==> config.mk <==
export PLATFORM = sky130hd
export DESIGN_NAME = bus_arbiter
export DESIGN_NICKNAME = d
export VERILOG_FILES = /design/src/rtl/bus_arbiter.sv
export SDC_FILE = /design/constraint.sdc
export NUM_CORES = 1
export LEC_CHECK = 0
export ABC_AREA = 1
export CORE_MARGIN = 5
export CORE_UTILIZATION = 31
export CTS_CLUSTER_SIZE = 20
export DETAILED_ROUTE_END_ITERATION = 8
export PLACE_DENSITY = 0.9
export REMOVE_ABC_BUFFERS = 1
export SLEW_MARGIN = 40
export SYNTH_ARGS = -nofsm -noshare
export SYNTH_HDL_FRONTEND = slang
export SYNTH_SLANG_ARGS = --single-unit
export TNS_END_PERCENT = 100
==> constraint.sdc <==
create_clock -name i_clk -period 1.9 [get_ports i_clk]
set_input_delay 0.475 -clock i_clk [delete_from_list [all_inputs] [get_ports i_clk]]
set_output_delay 0.475 -clock i_clk [all_outputs]
set_load 0.01 [all_outputs]
==> src/rtl/bus_arbiter.sv <==
// bus_arbiter: shares the minx bus between the s1c88 CPU and NUM_MASTERS DMA masters, round-robin.
// Optional BUS_ARB_TIMEOUT_EN adds MAX_HOLD-cycle pre-emption of a master when others are waiting.
module bus_arbiter #(
    parameter int NUM_MASTERS = 2,
    parameter int ADDR_W      = 24,
    parameter int MAX_HOLD    = 256
) (
    input  logic                          i_clk,
    input  logic                          i_reset,
    input  logic                          i_clk_ce,
    input  logic [NUM_MASTERS-1:0]        i_m_req,
    output logic [NUM_MASTERS-1:0]        o_m_grant,
    input  logic [NUM_MASTERS*ADDR_W-1:0] i_m_addr,
    input  logic [NUM_MASTERS*8-1:0]      i_m_data,
    input  logic [NUM_MASTERS-1:0]        i_m_read,
    input  logic [NUM_MASTERS-1:0]        i_m_write,
    input  logic [NUM_MASTERS*2-1:0]      i_m_status,
    input  logic [ADDR_W-1:0]             i_cpu_addr,
    input  logic [7:0]                    i_cpu_data,
    input  logic                          i_cpu_read,
    input  logic                          i_cpu_write,
    input  logic [1:0]                    i_cpu_status,
    output logic                          o_cpu_bus_request,
    input  logic                          i_cpu_bus_ack,
    output logic [ADDR_W-1:0]             o_bus_addr,
    output logic [7:0]                    o_bus_data,
    output logic                          o_bus_read,
    output logic                          o_bus_write,
    output logic [1:0]                    o_bus_status,
    output logic [2:0]                    o_owner,
    output logic                          o_preempt
);
    typedef enum logic [2:0] {IDLE, REQ, GRANT, HANDOVER, RELEASE} state_t;
    state_t                 r_state, w_state_nx;
    logic [NUM_MASTERS-1:0] r_grant, w_grant_nx, w_cur, w_pick_oh;
    logic                   r_req, w_req_nx, r_preempt, w_preempt_nx, w_any, w_take;
    logic [2:0]             r_owner, w_owner_nx, w_idx;
    logic [1:0]             r_rr, w_rr_nx, r_win, w_win_nx, w_pick;
    logic [3:0]             w_req4;
`ifdef BUS_ARB_TIMEOUT_EN
    logic [8:0]             r_hold, w_hold_nx;
`endif

    assign w_req4    = 4'(i_m_req);
    assign w_any     = |i_m_req;
    assign w_cur     = NUM_MASTERS'(1) << r_win;
    assign w_pick_oh = NUM_MASTERS'(1) << w_pick;

    // Descending scan so the lowest offset from rr_ptr wins.
    always_comb begin
        w_pick = '0;
        w_idx  = '0;
        for (int k = NUM_MASTERS - 1; k >= 0; k--) begin
            w_idx = {1'b0, r_rr} + 3'(k);
            if (w_idx >= 3'(NUM_MASTERS)) w_idx = w_idx - 3'(NUM_MASTERS);
            if (w_req4[w_idx[1:0]]) w_pick = w_idx[1:0];
        end
    end

    always_comb begin
        w_state_nx   = r_state;
        w_grant_nx   = r_grant;
        w_req_nx     = r_req;
        w_owner_nx   = r_owner;
        w_rr_nx      = r_rr;
        w_win_nx     = r_win;
        w_preempt_nx = 1'b0;
        w_take       = 1'b0;
`ifdef BUS_ARB_TIMEOUT_EN
        w_hold_nx    = r_hold;
`endif
        case (r_state)
            IDLE: if (w_any) begin
                w_state_nx = REQ;
                w_req_nx   = 1'b1;
            end
            REQ: if (!w_any) begin
                w_state_nx = IDLE;
                w_req_nx   = 1'b0;
            end else if (i_cpu_bus_ack) w_take = 1'b1;
            GRANT: if (!i_cpu_bus_ack) begin
                w_state_nx = IDLE;
                w_grant_nx = '0;
                w_req_nx   = 1'b0;
                w_owner_nx = '0;
            end else if (!w_req4[r_win]) begin
                w_state_nx = HANDOVER;
                w_grant_nx = '0;
                w_owner_nx = '0;
            end
`ifdef BUS_ARB_TIMEOUT_EN
            else if (r_hold == 9'(MAX_HOLD) && |(i_m_req & ~w_cur)) begin
                w_state_nx   = HANDOVER;
                w_grant_nx   = '0;
                w_owner_nx   = '0;
                w_preempt_nx = 1'b1;
            end else if (r_hold != 9'(MAX_HOLD)) w_hold_nx = r_hold + 9'd1;
`endif
            HANDOVER: if (w_any) w_take = 1'b1;
            else begin
                w_state_nx = RELEASE;
                w_req_nx   = 1'b0;
            end
            RELEASE: if (!i_cpu_bus_ack) w_state_nx = IDLE;
            default: w_state_nx = IDLE;
        endcase
        if (w_take) begin
            w_state_nx = GRANT;
            w_grant_nx = w_pick_oh;
            w_owner_nx = {1'b0, w_pick} + 3'd1;
            w_win_nx   = w_pick;
            w_rr_nx    = (w_pick == 2'(NUM_MASTERS - 1)) ? 2'd0 : w_pick + 2'd1;
`ifdef BUS_ARB_TIMEOUT_EN
            w_hold_nx  = '0;
`endif
        end
    end

    always_ff @(posedge i_clk or negedge i_reset) begin
        if (!i_reset) begin
            r_state   <= IDLE;
            r_grant   <= '0;
            r_req     <= 1'b0;
            r_owner   <= '0;
            r_rr      <= '0;
            r_win     <= '0;
            r_preempt <= 1'b0;
`ifdef BUS_ARB_TIMEOUT_EN
            r_hold    <= '0;
`endif
        end else if (i_clk_ce) begin
            r_state   <= w_state_nx;
            r_grant   <= w_grant_nx;
            r_req     <= w_req_nx;
            r_owner   <= w_owner_nx;
            r_rr      <= w_rr_nx;
            r_win     <= w_win_nx;
            r_preempt <= w_preempt_nx;
`ifdef BUS_ARB_TIMEOUT_EN
            r_hold    <= w_hold_nx;
`endif
        end
    end

    always_comb begin
        o_bus_addr   = i_cpu_addr;
        o_bus_data   = i_cpu_data;
        o_bus_read   = (r_state == HANDOVER) ? 1'b0 : i_cpu_read;
        o_bus_write  = (r_state == HANDOVER) ? 1'b0 : i_cpu_write;
        o_bus_status = i_cpu_status;
        for (int i = 0; i < NUM_MASTERS; i++) begin
            if (r_state == GRANT && 2'(i) == r_win) begin
                o_bus_addr   = i_m_addr[i*ADDR_W +: ADDR_W];
                o_bus_data   = i_m_data[i*8 +: 8];
                o_bus_read   = i_m_read[i];
                o_bus_write  = i_m_write[i];
                o_bus_status = i_m_status[i*2 +: 2];
            end
        end
    end

    // Gating by ack keeps a grant from ever overlapping a CPU that has taken the bus back.
    assign o_m_grant         = r_grant & {NUM_MASTERS{i_cpu_bus_ack}};
    assign o_cpu_bus_request = r_req;
    assign o_owner           = r_owner;
    assign o_preempt         = r_preempt;
endmodule

After elaboration in Yosys (flattened, before gate mapping)

Cells that the tools add are included.
W data, S select, Z words.

Register bits after elaboration: 13
Input port bits: 114
Output and inout port bits: 43
Word-level logic and storage cells: 92

$add $sub $neg: 5
$lt $le $gt $ge: 5
Equality and inequality tests: 15
Shifts and indexed selects: 1
Multiplexer cells: 47
Bitwise gates (word level): 1
Reductions and logical operators: 12

Operator list:

| operator              | count |
|---|---|
| $mux W24              | 2 |
| $mux W3               | 11 |
| $mux W2               | 11 |
| $mux W8               | 2 |
| $mux W1               | 15 |
| $ne A3 B3 Y1 const B  | 5 |
| $pmux W3 S5           | 1 |
| $lt A2 B3 Y1 const B  | 3 |
| $add A2 B1 Y3 const B | 2 |
| $bmux W1 S2           | 3 |
| $eq A3 B2 Y1 const B  | 2 |
| $ne A2 B2 Y1 const B  | 3 |
| $reduce_and A6 Y1     | 1 |
| $reduce_and A5 Y1     | 1 |
| $ne A4 B4 Y1 const B  | 1 |
| $reduce_or A2 Y1      | 2 |
| $sub A2 B2 Y2 const B | 2 |
| $eq A3 B1 Y1 const B  | 1 |
| $eq A3 B3 Y1 const B  | 1 |
| $ge A3 B2 Y1 const B  | 1 |
| $logic_not A3 Y1      | 1 |
| $pmux W1 S3           | 1 |
| $reduce_and A3 Y1     | 1 |
| $reduce_bool A3 Y1    | 1 |
| other kinds (11)      | 12 |

Longest topological paths before layout

Gate-level depths: netlist of run 1.

Word-level depth: 9
Gate-level depth with buffers: 9
Depth with buffers taken out: 9

Least setup slack after synthesis of run 1

OpenSTA, ideal clock, no wires.

Path kind: reg-to-output
From: register r_state[0]
To: output o_bus_addr[14]
Arrival: 1254 ps
Data required time: 1425 ps
Path slack: 171 ps
Stages on the path, launching flop included: 9
Buffers on the path: 1
Path through: dfrtp_1 > nor2_4 > nand2_4 > inv_4 > nand2_8 > inv_4 > buf_6 > a21oi_1 > a21oi_1

Cells in the longest elaborated chain, start to end: 4
Elaborated cells between the ends (all ways): 5
Classes of those cells: 1 x eq/ne; 2 x mux; 2 x reduce/logical

Ends and longest elaborated chain:

| element                  | RTL line | text |
|---|---|---|
| start: declaration       | 34       | `state_t r_state, w_state_nx;` |
| start signal: assignment | 132      | `r_state <= w_state_nx;` |
| $eq A3 B2 Y1 *           | 152      | `if (r_state == GRANT && 2'(i) == r_win) begin` |
| $logic_and A1 B1 Y1      | 152      |  |
| $mux W24                 | 152      |  |
| $mux W24 *               | 152      |  |
| end: declaration         | 25       | `output logic [ADDR_W-1:0] o_bus_addr,` |

Every way passes the cells marked *; elsewhere a longest branch is shown, timed or not.

Worst setup path in the final report of run 1

From: register r_state[0]
To: output o_bus_data[7]

Cells in the longest elaborated chain, start to end: 4
Elaborated cells between the ends (all ways): 5
Classes of those cells: 1 x eq/ne; 2 x mux; 2 x reduce/logical

Ends and longest elaborated chain:

| element             | RTL line | text |
|---|---|---|
| $eq A3 B2 Y1 *      | 152      |  |
| $logic_and A1 B1 Y1 | 152      |  |
| $mux W8             | 152      |  |
| $mux W8 *           | 152      |  |
| end: declaration    | 26       | `output logic [7:0] o_bus_data,` |

Marked as above.

==> results of run 1 <==
[flip-flops by register name (all words and copies together), names as in the netlist]
register	count
r_rr	1
r_grant	2
r_state	3
o_owner	3
r_win	2
o_cpu_bus_request	1
[through the flow]
stage | hold slack [ps] | total power, mW | worst slack (ps) | utilization, %
5_1_grt | 500 | 3.88 | -300 | 70.7
3_5_place_dp | 460 | 3.17 | -349 | 65.4
2_1_floorplan | 179 | 1.67 | -243 | -
4_1_cts | 473 | 3.41 | -197 | 67.2
3_3_place_gp | 454 | 3.10 | -340 | 65.4
6_report | 473 | 3.63 | -223 | 70.7
[power by group through the flow]
stage | clock (mW) | combinational, mW | sequential (mW)
final | 0.231 | 2.96 | 0.436
after global routing | 0.245 | 3.19 | 0.451
after CTS | 0.233 | 2.74 | 0.433
after detailed placement | 0 | 2.74 | 0.436
after global placement | 0 | 2.67 | 0.429
after floorplan | 0 | 1.22 | 0.455
[cell usage in the layout, fill, tap and decap left out]
| cell | instances |
|---|---|
| nand3_1 | 5 |
| nor2_1 | 10 |
| nand2_8 | 1 |
| a21oi_2 | 34 |
| clkbuf_8 | 3 |
| buf_2 | 35 |
| ha_1 | 3 |
| nand3_2 | 1 |
| buf_12 | 7 |
| clkdlybuf4s50_1 | 117 |
| inv_2 | 3 |
| inv_4 | 1 |
| dlygate4sd2_1 | 2 |
| conb_1 | 4 |
| nand2_2 | 19 |
| nand2_1 | 64 |
| buf_4 | 16 |
| nor2_4 | 8 |
| o21ai_0 | 3 |
| buf_16 | 4 |
| buf_6 | 3 |
| inv_1 | 13 |
| nand4_1 | 5 |
| o21ai_2 | 1 |
| clkinv_8 | 1 |
| a21oi_1 | 34 |
| a21oi_4 | 1 |
| o21ai_1 | 3 |
| nor2_2 | 27 |
| dfrtp_1 | 12 |
| nand2_4 | 1 |
[logic make-up (layout without fill, tap and decap cells)]
family                     Yosys count  in the layout
AOI/OAI and AO/OA                   76             76
adders and majority gates            3              3
buffers and inverters               33            205
DFF                                 12             12
other                                2              4
and+or+nand+nor                    141            141
[cell usage after synthesis]
master | number | area share (%)
a21oi_1 | 49 | 15
a21oi_2 | 20 | 11
buf_2 | 5 | 1.5
buf_4 | 1 | 0.46
buf_6 | 7 | 4.8
buf_8 | 2 | 1.8
conb_1 | 2 | 0.46
dfrtp_1 | 12 | 18
ha_1 | 3 | 2.3
inv_1 | 14 | 3.2
inv_2 | 2 | 0.46
inv_4 | 2 | 0.76
nand2_1 | 73 | 17
nand2_2 | 10 | 3.8
nand2_4 | 1 | 0.69
nand2_8 | 1 | 1.2
nand3_1 | 5 | 1.5
nand3_2 | 1 | 0.61
nand4_1 | 5 | 1.9
nor2_1 | 41 | 9.4
nor2_2 | 2 | 0.76
nor2_4 | 2 | 1.4
o21ai_0 | 4 | 1.2
o21ai_1 | 3 | 0.92
[final cells by class]
type                       count  area share (%)
clock buffer                   3            1.14
sequential                    12            8.32
tap                           70            2.43
multi-input combinational    224            36.8
inverter                      18            2.29
timing repair buffer         184            49.0
[critical path, cell delays in order (launching register included)]
cell and delay (ps):
dfrtp_1 400, nor2_4 140, nand2_4 80, inv_4 90, nand2_8 70, clkinv_8 90, buf_16 140, a21oi_1 70
a21oi_1 140, buf_2 160
[timing repair]
action,4_1_cts,5_1_grt
gates cloned,4,0
endpoints found under the setup margin,38,36
gates resized for setup,177,51
buffers inserted,5,3
pin swaps,4,9
[path summary, 6_finish.rpt]
check                      startpoint                end  slack [ps]
min in group asynchronous     i_reset            r_rr[0]         600
setup reg to reg           r_state[0]         r_state[1]         250
hold / removal             r_grant[0]         r_grant[0]         470
max in group asynchronous     i_reset  o_cpu_bus_request         920
hold reg to reg            r_grant[0]         r_grant[0]         470
setup / recovery           r_state[0]      o_bus_data[7]        -220
[metal layers]
layer | up-vias | wire length (µm) | GRT usage, %
met5 | - | 13 | 0
met4 | 2 | 361 | 9.97
met3 | 32 | 908 | 7.05
met2 | 157 | 4550 | 40.1
met1 | 1179 | 2940 | 24.8
li1 | 1213 | - | -
==> flow_summary.json, run 1 <==
{
  "status": "complete, but fails checks",
  "violations": "negative setup slack",
  "stdcell_area_um2": 3610,
  "cts_tree": "done",
  "num-fill-cells": 375,
  "synth_xor_area_share_pct": 0,
  "worstMarginPinSlew_ps": 570,
  "yosysSeqAreaShare_pct": 18.3,
  "ioPinCount": 157,
  "grt_pass1_vias": 2481,
  "drtIter0Drc": 82,
  "cts-root-buf": "clkbuf_8",
  "routed_via_density": 5.05,
  "place_area_um2": 3340,
  "synthMuxAreaShare_pct": 0,
  "p_seq_share_pct": 12.0,
  "antenna_found_initial": 1,
  "syn_area_per_cell_um2": 6.13,
  "period_needed_ps": 2120,
  "yosysWarnings": 0,
  "grt_max_degree": 27,
  "pwr_density_cell_nw_per_um2": 1010,
  "final_cells": 511,
  "syn_area_um2": 1640,
  "grt_usage_pct": 22.7,
  "insertion_delay_ps": 240,
  "syn_inst": 267,
  "setup_ws_ps": -223,
  "synth-seq-cells": 12,
  "crit_path_max_fanout": 13,
  "finalSetupTns_ps": -6480,
  "fp.dieW_um": 82.7,
  "multi_input_area_um2": 1330,
  "clk_pin_slew_ps": 50,
  "drv_cap": 0,
  "setup_violations": 36,
  "overflow": 0,
  "ant_nets": 0,
  "nets": 560,
  "dr_total_vias": 2583,
  "rows": 26,
  "antennaDiodeCount": 0,
  "wl_um": 8780,
  "grt_pass1_wl_um": 12000,
  "r2r_cells": 11,
  "dr.pass1.iters": 4,
  "clock.fmax_ghz": 0.471,
  "routedWlPerCell_um": 17.2,
  "yosys.cell_types.count": 24,
  "clkPwrFrac_pct": 6.4,
  "start_util_pct": 32.1,
  "finClkSkew_ps": 2.47,
  "die_area_um2": 6840,
  "seq_area_um2": 300,
  "cts_buffer_depth": 2,
  "relSlewSlack_pct": 61.9,
  "synth_top_family_by_area": "simple AND/OR/NAND/NOR gates",
  "place_inst": 497,
  "areaGrowthSynthToFinish_pct": 120,
  "finalHoldViolCount": 0,
  "switching_share_pct": 46.1,
  "cts-htree-levels": 1,
  "die_h_um": 82.7,
  "synth_compound_area_share_pct": 27.8,
  "slew_violations": 0,
  "io_buffers": 155,
  "required_ps": 1420,
  "postCtsHoldBufs": 0,
  "gp_congestion": 0.911,
  "period_share_pct": 112,
  "end_kind": "output port",
  "cts_buffers": 3,
  "power_frac_comb_pct": 81.6,
  "rsz0062_at_grt": "true",
  "coreArea_um2": 5110,
  "power_switching_mw": 1.67,
  "synth-adder-area-share_pct": 2.29,
  "whs_path_depth": 2,
  "dp_hpwl_um": 6390,
  "p_leak_nw": 1.64,
  "ir_drop_mv": 0.664,
  "worstSetupStartpointType": "flip-flop",
  "drive_gt1_share_pct": 37.6,
  "p_int_mw": 1.96,
  "clock_sinks": 12,
  "synthSimpleGateAreaFrac_pct": 38.0,
  "critPathKind": "reg2out",
  "hold_path_class": "reg2reg",
  "drc": 0,
  "arrival_ps": 1650
}
Note: power is estimated with default switching activity, not from simulation.
==> run 2, diff against run 1 <==
--- a/config.mk
+++ b/config.mk
@@ -6,6 +6,7 @@
 export NUM_CORES = 1
 export LEC_CHECK = 0
 export ABC_AREA = 1
+export CORE_ASPECT_RATIO = 1.75
 export CORE_MARGIN = 5
 export CORE_UTILIZATION = 31
 export CTS_CLUSTER_SIZE = 20
==> flow_summary.json, run 2 (synthesis gave the netlist of run 1 again) <==
{
  "start_util_pct": 31.4,
  "switching_share_pct": 47.6,
  "p_seq_share_pct": 10.0,
  "wl_um": 12000,
  "final_common_cell": "clkdlybuf4s50_1",
  "num-fill-cells": 272,
  "clk_pin_slew_ps": 60,
  "cts_tree": "done",
  "rows": 35,
  "insertion_delay_ps": 250,
  "place_area_um2": 3370,
  "end_kind": "output port",
  "dr.pass1.iters": 4,
  "grt_pass1_vias": 2836,
  "crit_path_max_fanout": 5,
  "worstSetupEndpoint": "o_bus_read",
  "place_ws_ps": -485,
  "die_area_um2": 6890,
  "setup_violations": 36,
  "worstSetupStartpointType": "flip-flop",
  "dr_total_vias": 2864,
  "antennaDiodeCount": 0,
  "drc": 0,
  "reg2reg_to": "r_state[1]",
  "antenna_found_initial": 0,
  "drtIter0Drc": 276,
  "io_buffers": 155,
  "cts-root-buf": "clkbuf_8",
  "ioPinCount": 157,
  "rsz0062_at_grt": "true",
  "gp_congestion": 0.910,
  "cts_buffers": 3,
  "r2r_setup_slack_ps": 320,
  "pwr_density_cell_nw_per_um2": 1040,
  "cts-htree-levels": 1,
  "drive_gt1_share_pct": 44.9,
  "r2r-start": "r_state[0]",
  "clock.fmax_ghz": 0.425,
  "violations": "negative setup slack",
  "critPathKind": "reg2out",
  "grt_usage_pct": 26.7,
  "grt_pass1_wl_um": 14300,
  "routed_via_density": 5.59,
  "critPathLaunch": "r_state[2]",
  "cts_buffer_depth": 2,
  "period_needed_ps": 2350,
  "ant_nets": 0,
  "finClkSkew_ps": 6.58,
  "power_switching_mw": 2.06,
  "fp.dieW_um": 64.9,
  "period_share_pct": 124,
  "clock_sinks": 12,
  "final_cell_mix": "clkdlybuf4s50_1 (117), nand2_1 (60), a21oi_2 (41), buf_2 (28), buf_4 (27)",
  "power_frac_comb_pct": 83.2,
  "status": "complete, but fails checks",
  "dp_hpwl_um": 6730,
  "routedWlPerCell_um": 23.5,
  "grt_max_degree": 15,
  "coreArea_um2": 5210,
  "stdcell_area_um2": 4150,
  "relSlewSlack_pct": 61.1,
  "arrival_ps": 1880,
  "overflow": 0,
  "ir_drop_mv": 0.762,
  "required_ps": 1420,
  "die_h_um": 106,
  "r2r_cells": 10,
  "setup_ws_ps": -451,
  "worstMarginPinSlew_ps": 582,
  "hold_path_class": "reg2reg",
  "slew_violations": 0,
  "p_int_mw": 2.27,
  "finalHoldViolCount": 0,
  "areaGrowthSynthToFinish_pct": 153,
  "clkPwrFrac_pct": 6.8,
  "drv_cap": 0,
  "p_leak_nw": 1.83,
  "nets": 575
}
[run 2: what timing repair did]
action | CTS | global route
gates cloned | 4 | 5
resized for setup | 227 | 78
hold endpoints to repair | 0 | 0
pin swaps | 6 | 23
hold buffers | 0 | 0
endpoints found under the setup margin | 38 | 37
setup buffers | 8 | 3
[run 2: area by class of cell]
class | instances | area [µm²] | area share, %
Clock buffer | 4 | 55.1 | 1.33
Tap cell | 55 | 68.8 | 1.66
Timing Repair inverter | 1 | 8.76 | 0.211
Sequential cell | 12 | 300 | 7.24
Multi-Input combinational cell | 224 | 1610 | 38.8
Inverter | 18 | 95.1 | 2.29
Timing Repair Buffer | 198 | 2010 | 48.5
[run 2: worst min path at each step]
stage / start / to / slack (ps) / cells past startpoint
floorplan: i_reset / o_cpu_bus_request / 180 / 0
global placement: o_cpu_bus_request / o_cpu_bus_request / 460 / 2
detailed placement: o_owner[0] / o_owner[0] / 460 / 2
CTS: o_owner[0] / o_owner[0] / 480 / 2
global route: o_owner[0] / o_owner[0] / 520 / 2
finish: o_owner[0] / o_owner[0] / 480 / 2
[run 2: metal layers]
layer | share of wire, % | global-route usage [%] | up-vias
li1 | - | - | 1247
met1 | 35 | 27.8 | 1363
met3 | 12 | 9.51 | 45
met4 | 4.1 | 7.87 | 0
met2 | 49 | 48.8 | 209
met5 | 0 | 0 | -
[run 2: power by group through the flow]
stage | registers (mW) | logic, mW | clock network (mW)
finish | 0.434 | 3.60 | 0.294
detailed placement | 0.437 | 2.82 | 0
floorplan | 0.455 | 1.22 | 0
global placement | 0.429 | 2.79 | 0
global route | 0.448 | 3.79 | 0.303
CTS | 0.434 | 2.90 | 0.293
[run 2: critical path, cell delays in order (launching register included)]
cell,delay (ps)
dfrtp_1,410
nor2_4,150
nand2_4,90
inv_4,90
nand2_8,100
buf_12,160
buf_6,120
nand2_2,60
o21ai_1,110
o21ai_1,170
buf_2,170
[run 2: metrics by stage]
step	utilization, %	power (mW)	TNS [ps]	hold WS [ps]	cells
CTS	70.4	3.63	-7950	479	504
detailed placement	64.6	3.26	-15550	463	488
finish	79.5	4.33	-10070	476	512
floorplan	-	1.67	-8060	179	254
global placement	64.6	3.22	-14450	457	488
global route	79.5	4.54	-12040	521	512
==> run 3, diff against run 2 <==
--- a/config.mk
+++ b/config.mk
@@ -6,11 +6,13 @@
 export NUM_CORES = 1
 export LEC_CHECK = 0
 export ABC_AREA = 1
+export CAP_MARGIN = 20
 export CORE_ASPECT_RATIO = 1.75
 export CORE_MARGIN = 5
 export CORE_UTILIZATION = 31
 export CTS_CLUSTER_SIZE = 20
 export DETAILED_ROUTE_END_ITERATION = 8
+export GPL_ROUTABILITY_DRIVEN = 0
 export PLACE_DENSITY = 0.9
 export REMOVE_ABC_BUFFERS = 1
 export SLEW_MARGIN = 40
==> flow_summary.json, run 3 (synthesis gave the netlist of run 1 again) <==
{
  "finalSetupTns_ps": -8510,
  "areaGrowthSynthToFinish_pct": 136,
  "final_cells": 508,
  "hold_path_class": "reg2reg",
  "grt_max_degree": 16,
  "rsz0062_at_grt": "true",
  "finalHoldViolCount": 0,
  "die_area_um2": 6890,
  "setup_violations": 36,
  "cts_buffer_depth": 2,
  "p_leak_nw": 1.73,
  "num-fill-cells": 329,
  "place_inst": 492,
  "hold-worst-slack_ps": 472,
  "ant_nets": 0,
  "fp.dieW_um": 64.9,
  "drive_gt1_share_pct": 40.0,
  "grt_pass1_vias": 2689,
  "p_seq_share_pct": 10.9,
  "critPathTopFamily": "buffers and inverters",
  "cts-htree-levels": 1,
  "pwr_density_cell_nw_per_um2": 1030,
  "switching_share_pct": 46.7,
  "critPathKind": "reg2out",
  "crit_path_max_incr_delay_ps": 380,
  "routed_via_density": 5.44,
  "final_common_cell": "clkdlybuf4s50_1",
  "place_area_um2": 3430,
  "routedWlPerCell_um": 20.4,
  "antennaDiodeCount": 0,
  "power.total_mw": 3.97,
  "arrival_ps": 1770,
  "clock.fmax_ghz": 0.446,
  "finClkSkew_ps": 3.44,
  "cts_tree": "done",
  "antenna_found_initial": 0,
  "ir_drop_mv": 0.836,
  "overflow": 0,
  "final_cell_mix": "clkdlybuf4s50_1 (117), nand2_1 (72), a21oi_2 (43), buf_2 (30), buf_4 (26)",
  "nets": 571,
  "required_ps": 1420,
  "die_h_um": 106,
  "relSlewSlack_pct": 63.3,
  "drc": 0,
  "slew_violations": 0,
  "worstSetupStartpointType": "flip-flop",
  "clkPwrFrac_pct": 7.2,
  "dr_total_vias": 2761,
  "power_frac_comb_pct": 81.9,
  "cts_buffers": 3,
  "power_switching_mw": 1.85,
  "ioPinCount": 157,
  "crit_path_max_fanout": 8,
  "crit_chain": "buf_4, nand2_2, nor2_4, buf_8, inv_6, buf_12, nor2_2, a21oi_1, buf_2",
  "dp_hpwl_um": 6890,
  "p_int_mw": 2.12,
  "drv_cap": 0,
  "stdcell_area_um2": 3860,
  "postCtsHoldBufs": 0,
  "wl_um": 10300,
  "insertion_delay_ps": 250,
  "coreArea_um2": 5210,
  "worst_path_max_delay_cell": "dfrtp_1",
  "start_util_pct": 31.4,
  "violations": "negative setup slack",
  "period_share_pct": 118,
  "dr.pass1.iters": 4,
  "rows": 35,
  "setup_ws_ps": -344,
  "end_kind": "output port",
  "worstMarginPinSlew_ps": 549,
  "grt_usage_pct": 25.0,
  "period_needed_ps": 2240,
  "io_buffers": 155,
  "cp_num_buf_inv": 5,
  "drtIter0Drc": 263,
  "grt_pass1_wl_um": 13500,
  "cts-root-buf": "clkbuf_8",
  "clk_pin_slew_ps": 50,
  "status": "complete, but fails checks",
  "clock_sinks": 12
}
==> run 3: changes by cell type in the layout (fill, tap and decap cells not counted), moves of 2 or more <==
cell,previous run,this run
clkbuf_16,5,2
buf_8,3,5
a21oi_2,41,43
a21oi_4,14,2
a21oi_1,14,24
buf_6,4,2
nand2_2,18,11
nand2_4,6,1
buf_2,28,30
inv_12,2,0
nand2_1,60,72
==> run 3: layout make-up <==
type	count	area [µm²]	share of cell area (%)
repair buffers	195	1920	49.6
multi-input cells	224	1440	37.1
clock buffers	4	55.1	1.42
inverters	18	87.6	2.27
well taps	55	68.8	1.78
flip-flops and latches	12	300	7.77
==> run 3: final timing paths <==
kind	start	to	slack, ps	cells after the start
max in group asynchronous	i_reset	r_state[2]	950	1
min in group asynchronous	i_reset	r_grant[1]	580	1
hold / removal	o_cpu_bus_request	o_cpu_bus_request	470	2
hold reg to reg	o_cpu_bus_request	o_cpu_bus_request	470	2
setup / recovery	r_win[0]	o_bus_addr[23]	-340	9
setup reg to reg	r_state[0]	r_state[1]	330	10
==> run 3: what timing repair did <==
action | in CTS | in global routing
resized for setup | 195 | 63
pin swaps | 7 | 13
cloned | 2 | 2
setup buffers | 5 | 3
endpoints found under the setup margin | 38 | 36
==> run 3: worst reg2reg max path: stages (launching register included) <==
cell	delay, ps
dfrtp_1	400
buf_4	150
inv_1	60
nor2_1	50
buf_4	130
nand2_1	70
nor2_1	40
nor2_1	290
nand3_2	140
nand2_1	70
nand2_1	50
==> run 3: per-layer routing <==
layer	GRT usage [%]	share of wire, %
met1	25.7	34
met4	7.41	4.2
met5	0	0
met2	45.6	49
met3	9.83	13
==> run 3: power by group through the flow <==
stage / logic [mW] / clock network (mW) / registers (mW)
after floorplan: 1.22 / 0 / 0.455
after global placement: 2.89 / 0 / 0.430
after detailed placement: 2.94 / 0 / 0.434
after CTS: 2.86 / 0.284 / 0.433
after global routing: 3.46 / 0.298 / 0.448
final: 3.25 / 0.287 / 0.432
==> run 3: through the flow <==
stage	setup slack (ps)	util, %
after floorplan	-243	-
after global placement	-390	65.9
after detailed placement	-452	65.9
after CTS	-283	68.2
after global routing	-407	74.1
final	-344	74.1
